==> src/rtl/cordic_pkg.sv <==
// Shared definitions for the cordic arbiter slice: the log2 helper used for
// index widths and the controller state encoding.
package cordic_pkg;

  function automatic int clog2(input int value);
    int result;
    result = 0;
    for (int i = 0; i < 32; i++) begin
      if ((1 << result) < value) result++;
    end
    return result;
  endfunction

  typedef enum logic [1:0] {
    ST_IDLE    = 2'd0,
    ST_SETTLE  = 2'd1,
    ST_RESPOND = 2'd2
  } state_e;

endpackage

==> src/rtl/rr_arbiter.sv <==
// Combinational round-robin arbiter: picks the first asserted request at or
// after last_grant+1, wrapping, and reports it both one-hot and as an index.
module rr_arbiter
  import cordic_pkg::*;
#(
  parameter  int N    = 4,
  localparam int ID_W = clog2(N)
) (
  input  logic [N-1:0]    req,
  input  logic [ID_W-1:0] last_grant,
  output logic [N-1:0]    grant_onehot,
  output logic [ID_W-1:0] grant_idx,
  output logic            any
);

  logic [ID_W-1:0] cand;

  // Walk the candidates in priority order; the first hit locks the result.
  always_comb begin
    grant_onehot = '0;
    grant_idx    = '0;
    any          = 1'b0;
    cand         = '0;
    for (int i = 0; i < N; i++) begin
      cand = ID_W'((int'(last_grant) + 1 + i) % N);
      if (!any && req[cand]) begin
        any                = 1'b1;
        grant_onehot[cand] = 1'b1;
        grant_idx          = cand;
      end
    end
  end

endmodule

==> src/rtl/cordic_arbiter.sv <==
// Time-shares one combinational cordic core between NUM_REQ requesters,
// holding operands for a multicycle settle window and returning tagged results.
module cordic_arbiter
  import cordic_pkg::*;
#(
  parameter  int WIDTH         = 32,
  parameter  int NUM_REQ       = 4,
  parameter  int SETTLE_CYCLES = 3,
  localparam int ID_W          = clog2(NUM_REQ)
) (
  input  logic                     clk,
  input  logic                     rst,
  input  logic [NUM_REQ-1:0]       req_valid,
  output logic [NUM_REQ-1:0]       req_ready,
  input  logic [NUM_REQ*WIDTH-1:0] req_x,
  input  logic [NUM_REQ*WIDTH-1:0] req_y,
  input  logic [NUM_REQ*WIDTH-1:0] req_z,
  output logic [WIDTH-1:0]         core_x_0,
  output logic [WIDTH-1:0]         core_y_0,
  output logic [WIDTH-1:0]         core_z_0,
  input  logic [WIDTH-1:0]         core_x_n,
  input  logic [WIDTH-1:0]         core_y_n,
  input  logic [WIDTH-1:0]         core_z_n,
  output logic                     rsp_valid,
  input  logic                     rsp_ready,
  output logic [ID_W-1:0]          rsp_id,
  output logic [WIDTH-1:0]         rsp_x,
  output logic [WIDTH-1:0]         rsp_y,
  output logic [WIDTH-1:0]         rsp_z,
  output logic                     busy
);

  localparam int CNT_W = clog2(SETTLE_CYCLES + 1);
  localparam logic [CNT_W-1:0] CNT_LOAD = CNT_W'(SETTLE_CYCLES - 1);

  state_e state_q, state_d;
  logic [CNT_W-1:0] cnt_q, cnt_d;
  logic [WIDTH-1:0] core_x_q, core_x_d, core_y_q, core_y_d, core_z_q, core_z_d;
  logic [WIDTH-1:0] rsp_x_q, rsp_x_d, rsp_y_q, rsp_y_d, rsp_z_q, rsp_z_d;
  logic [ID_W-1:0]  rsp_id_q, rsp_id_d, last_grant_q, last_grant_d;

  logic [NUM_REQ-1:0] grant_onehot;
  logic [ID_W-1:0]    grant_idx;
  logic               grant_any;

  rr_arbiter #(.N(NUM_REQ)) u_rr (
    .req         (req_valid),
    .last_grant  (last_grant_q),
    .grant_onehot(grant_onehot),
    .grant_idx   (grant_idx),
    .any         (grant_any)
  );

  // A grant only exists for a valid requester, so a grant in IDLE is an accept.
  always_comb begin
    state_d      = state_q;
    cnt_d        = cnt_q;
    core_x_d     = core_x_q;
    core_y_d     = core_y_q;
    core_z_d     = core_z_q;
    rsp_x_d      = rsp_x_q;
    rsp_y_d      = rsp_y_q;
    rsp_z_d      = rsp_z_q;
    rsp_id_d     = rsp_id_q;
    last_grant_d = last_grant_q;
    req_ready    = '0;
    case (state_q)
      ST_IDLE: begin
        req_ready = grant_onehot;
        if (grant_any) begin
          core_x_d     = req_x[int'(grant_idx)*WIDTH +: WIDTH];
          core_y_d     = req_y[int'(grant_idx)*WIDTH +: WIDTH];
          core_z_d     = req_z[int'(grant_idx)*WIDTH +: WIDTH];
          rsp_id_d     = grant_idx;
          last_grant_d = grant_idx;
          cnt_d        = CNT_LOAD;
          state_d      = ST_SETTLE;
        end
      end
      ST_SETTLE: begin
        if (cnt_q == '0) begin
          rsp_x_d = core_x_n;
          rsp_y_d = core_y_n;
          rsp_z_d = core_z_n;
          state_d = ST_RESPOND;
        end else begin
          cnt_d = cnt_q - 1'b1;
        end
      end
      ST_RESPOND: begin
        if (rsp_ready) state_d = ST_IDLE;
      end
      default: state_d = ST_IDLE;
    endcase
  end

  always_ff @(posedge clk) begin
    if (rst) begin
      state_q      <= ST_IDLE;
      cnt_q        <= '0;
      core_x_q     <= '0;
      core_y_q     <= '0;
      core_z_q     <= '0;
      rsp_x_q      <= '0;
      rsp_y_q      <= '0;
      rsp_z_q      <= '0;
      rsp_id_q     <= '0;
      last_grant_q <= ID_W'(NUM_REQ - 1);
    end else begin
      state_q      <= state_d;
      cnt_q        <= cnt_d;
      core_x_q     <= core_x_d;
      core_y_q     <= core_y_d;
      core_z_q     <= core_z_d;
      rsp_x_q      <= rsp_x_d;
      rsp_y_q      <= rsp_y_d;
      rsp_z_q      <= rsp_z_d;
      rsp_id_q     <= rsp_id_d;
      last_grant_q <= last_grant_d;
    end
  end

  assign core_x_0  = core_x_q;
  assign core_y_0  = core_y_q;
  assign core_z_0  = core_z_q;
  assign rsp_x     = rsp_x_q;
  assign rsp_y     = rsp_y_q;
  assign rsp_z     = rsp_z_q;
  assign rsp_id    = rsp_id_q;
  assign rsp_valid = (state_q == ST_RESPOND);
  assign busy      = (state_q != ST_IDLE);

endmodule

==> config.mk <==
export PLATFORM = sky130hd
export DESIGN_NAME = cordic_arbiter
export DESIGN_NICKNAME = d
export VERILOG_FILES = /design/src/rtl/cordic_pkg.sv /design/src/rtl/rr_arbiter.sv /design/src/rtl/cordic_arbiter.sv
export SDC_FILE = /design/constraint.sdc
export NUM_CORES = 1
export LEC_CHECK = 0
export ABC_AREA = 1
export BUFFER_PORTS_ARGS = -buffer_cell sky130_fd_sc_hd__buf_2
export CORE_AREA = 2 2 268 270
export CTS_BUF_LIST = sky130_fd_sc_hd__clkbuf_4 sky130_fd_sc_hd__clkbuf_8 sky130_fd_sc_hd__clkbuf_16
export CTS_CLUSTER_SIZE = 10
export DETAILED_ROUTE_END_ITERATION = 6
export DIE_AREA = 0 0 270 272
export HOLD_SLACK_MARGIN = 0.05
export SYNTH_ARGS = -nofsm -noshare
export SYNTH_HDL_FRONTEND = slang
export SYNTH_SLANG_ARGS = --single-unit
==> constraint.sdc <==
create_clock -name clk -period 3.55 [get_ports clk]
set_clock_uncertainty 0.2 [all_clocks]
set_input_delay 0 -clock clk [delete_from_list [all_inputs] [get_ports clk]]
set_output_delay 0 -clock clk [all_outputs]
set_load 0.02 [all_outputs]
==> impl_metrics.sql <==
INSERT INTO impl_metrics (metric_group, metric, value, unit) VALUES
('status', 'run_status', 'complete, no violations', ''),
('finish', 'nets', '3795', ''),
('yosys', 'post_synth_num_cell_types', '24', ''),
('detailed_routing', 'ant_nets', '0', ''),
('yosys', 'async_reset_ff_frac', '0', ''),
('placed_design', 'buffer_ports.inserted', '686', ''),
('critical_path', 'maximum_fanout_count_along_the_critical_path', '91', ''),
('detailed_routing', 'route.final.wire_length', '68500', 'µm'),
('critical_path', 'crit_slowest_cell', 'sky130_fd_sc_hd__dlygate4sd3_1', ''),
('yosys', 'postSynth.topFlopCell', 'sky130_fd_sc_hd__dfxtp_1', ''),
('yosys', 'register_bit_count_reported_by_yosys', '200', ''),
('yosys', 'post-synth-top-area-cell', 'sky130_fd_sc_hd__dfxtp_1', ''),
('placed_design', 'gp_routability_congestion', '0.926', ''),
('sta', 'period_minus_slack', '3.37', 'ns'),
('sta', 'timing.final.setup_violations', '0', ''),
('yosys', 'synth.most_common_cell', 'sky130_fd_sc_hd__nand3_1', ''),
('global_routing', 'number_of_antenna_violations_at_the_first_check_in_global_routing', '10', ''),
('yosys', 'synth.cells.most_frequent', 'sky130_fd_sc_hd__nand3_1, sky130_fd_sc_hd__inv_1, sky130_fd_sc_hd__nand2_1', ''),
('yosys', 'synthesis.nets', '2702', ''),
('sta', 'hold_violations', '0', ''),
('critical_path', 'startpoint_type_of_the_worst_setup_path', 'flip-flop', ''),
('die', 'floorplan.io_pins', '687', ''),
('die', 'die-height', '272', 'µm'),
('yosys', 'post-synth-top-area-fraction', '0.312', ''),
('worst_hold_path', 'hold_class', 'primary input to flip-flop', ''),
('sta', 'finalWorstSetupSlack', '0.177', 'ns'),
('yosys', 'syn-mean-instance-area', '5.82', 'µm²'),
('placed_design', 'preCtsSetupSlack', '0.443', 'ns'),
('sta', 'max-slew-margin-rel', '0.372', ''),
('die', 'fp-row-count', '98', ''),
('yosys', 'synth_compound_area_frac', '0.0478', ''),
('placed_design', 'detailed_place_hpwl', '42700', 'µm'),
('power', 'p_leak', '12.7', 'nW'),
('yosys', 'synth_mux_area_frac', '0', ''),
('detailed_routing', 'drt_pass1_iterations', '6', ''),
('die', 'die_width', '270', 'µm'),
('critical_path', 'worstPathRequired', '3.75', 'ns'),
('detailed_routing', 'wl_per_cell', '16.1', 'µm'),
('clock_tree', 'cts_tree', 'built', ''),
('clock_tree', 'cts-root-to-sink-buffers', '2', ''),
('finish', 'area_growth_syn_to_layout', '79.1', '%'),
('global_routing', 'use_met3', '0.0432', ''),
('global_routing', 'largest_net_degree_at_the_start_of_global_routing', '97', ''),
('finish', 'drive_gt1_frac', '0.241', ''),
('yosys', 'ys_seq_area_frac', '0.312', ''),
('yosys', 'synth_fa_ha_area_frac', '0.00876', ''),
('critical_path', 'worst-setup-path-type', 'flip-flop to flip-flop', ''),
('yosys', 'share_of_synthesized_cell_area_in_and_or_nand_and_nor_gates', '0.415', ''),
('clock_tree', 'cts.reportedPaths.clkPinSlew', '0.10', 'ns'),
('yosys', 'edff_count_synth', '0', ''),
('global_routing', 'grt_met1_use', '0.201', ''),
('critical_path', 'slowest_delay', '0.55', 'ns'),
('power', 'vdd_drop_max', '0.809', 'mV'),
('global_routing', 'vias_in_the_first_global_route', '18400', ''),
('yosys', 'post_synth_instance_area', '0.0128', 'mm²'),
('die', 'initial_core_util', '0.182', ''),
('sta', 'grt_setup_unrepaired', 'no', ''),
('clock_tree', 'clock_tree_root_driver_cell', 'sky130_fd_sc_hd__clkbuf_16', ''),
('critical_path', 'path_cells', 'inv_1 > ha_1 > inv_1 > nand2_1 > nand2_2 > inv_4 > o21ai_4 > nand2_8 > buf_12 > nand3_1 > nand3_1 > dlygate4sd3_1 > nand3_1 > nand2_1 > inv_1', ''),
('critical_path', 'worstPathArrival', '3.57', 'ns'),
('die', 'die_area', '0.0734', 'mm²'),
('sta', 'highest_clock_frequency_the_design_can_meet', '296', 'MHz'),
('global_routing', 'globalRouteMet2Util', '0.291', ''),
('sta', 'final_max_slew_viol_count', '0', ''),
('clock_tree', 'ctsHtreeMaxLevel', '4', ''),
('detailed_routing', 'dr_total_vias', '18600', ''),
('yosys', 'yosys-top-cells-area', 'sky130_fd_sc_hd__dfxtp_1, sky130_fd_sc_hd__nand3_1, sky130_fd_sc_hd__inv_1', ''),
('power', 'power.density', '1010', 'mW/mm²'),
('global_routing', 'track_usage', '0.172', ''),
('sta', 'tightestPinTransition', '0.942', 'ns'),
('clock_tree', 'cts.sinks', '200', '');
## cell families after synthesis
logic type,after synthesis
buf+inv,664
simple gates,1213
flops,200
fa+ha+maj,9
compound gates,120
## repair_timing
item,4_1_cts,5_1_grt
hold endpoints to repair,200,0
gates resized for setup,0,14
setup endpoints to repair,0,61
setup buffers,0,6
hold buffers,492,0
## registers in the layout, summed over array words and instances (netlist names), 32 cells and up
| name | cells |
|---|---|
| rsp_x | 32 |
| core_z_0 | 32 |
| core_x_0 | 32 |
| core_y_0 | 32 |
| rsp_z | 32 |
| rsp_y | 32 |
## cell type report
cell class	count	area, µm²
inverter	506	1920
sequential	200	4010
clock buffer	17	425
antenna	2	5.00
tap	950	1190
clock inverter	15	201
multi-input combinational	1345	6190
fill	7477	47700
timing repair buffer	1229	9090
## routing by layer
layer  up-vias  share of wire
met1      8433           0.40
met3       236          0.075
met5         -         0.0016
met4        16          0.047
met2       985           0.47
li1       8914              -
## through the flow
stage	hold slack (ns)	instances	area, µm²	power [mW]	utilization
6_report	0.126	4264	23000	23.3	0.325
5_1_grt	0.0932	4264	23000	25.3	0.325
4_1_cts	0.0554	4248	22700	22.3	0.321
3_5_place_dp	0.0659	3724	17100	17.6	0.242
3_3_place_gp	0.0625	3724	17100	17.6	0.242
2_1_floorplan	-0.0324	2206	12800	13.6	-
## layout by cell type (no fill, tap or decap), types with 3 or more instances in the layout
| cell | instances |
|---|---|
| sky130_fd_sc_hd__buf_4 | 27 |
| sky130_fd_sc_hd__nand3_1 | 590 |
| sky130_fd_sc_hd__inv_2 | 3 |
| sky130_fd_sc_hd__inv_1 | 499 |
| sky130_fd_sc_hd__o211ai_1 | 3 |
| sky130_fd_sc_hd__clkbuf_16 | 22 |
| sky130_fd_sc_hd__nand2_8 | 4 |
| sky130_fd_sc_hd__dlygate4sd3_1 | 492 |
| sky130_fd_sc_hd__nand2_2 | 7 |
| sky130_fd_sc_hd__o21ai_0 | 5 |
| sky130_fd_sc_hd__nand2_1 | 409 |
| sky130_fd_sc_hd__nor2_1 | 196 |
| sky130_fd_sc_hd__a21oi_1 | 110 |
| sky130_fd_sc_hd__nand2_4 | 3 |
| sky130_fd_sc_hd__buf_2 | 685 |
| sky130_fd_sc_hd__ha_1 | 8 |
| sky130_fd_sc_hd__buf_12 | 13 |
| sky130_fd_sc_hd__clkinv_8 | 4 |
| sky130_fd_sc_hd__inv_8 | 4 |
| sky130_fd_sc_hd__inv_6 | 4 |
| sky130_fd_sc_hd__buf_16 | 4 |
| sky130_fd_sc_hd__dfxtp_1 | 198 |
## report_power, final
group / switching [mW] / leakage (nW) / internal, mW
Sequential: 0.379 / 1.65 / 3.03
Clock: 1.16 / 0.306 / 1.03
Combinational: 10.7 / 10.8 / 7.02
Total: 12.2 / 12.7 / 11.1
## path summary, 6_finish.rpt
check / startpoint / endpoint / slack, ns / depth (start not counted)
max reg2reg: last_grant_q[1] / core_x_0[13] / 0.18 / 15
min: core_x_n[10] / rsp_x[10] / 0.13 / 4
min reg2reg: rsp_x[29] / rsp_x[29] / 0.26 / 2
max: last_grant_q[1] / core_x_0[13] / 0.18 / 15
## worst max-delay path, delay by kind of cell, from the launching register on
family                     cells  cell delay [ns]
AOI/OAI and AO/OA              1             0.09
DFF                            1             0.37
adders and majority gates      1             0.34
and+or+nand+nor                7             0.97
buffers and inverters          6             1.22
Note: power is estimated with default switching activity, not from simulation.
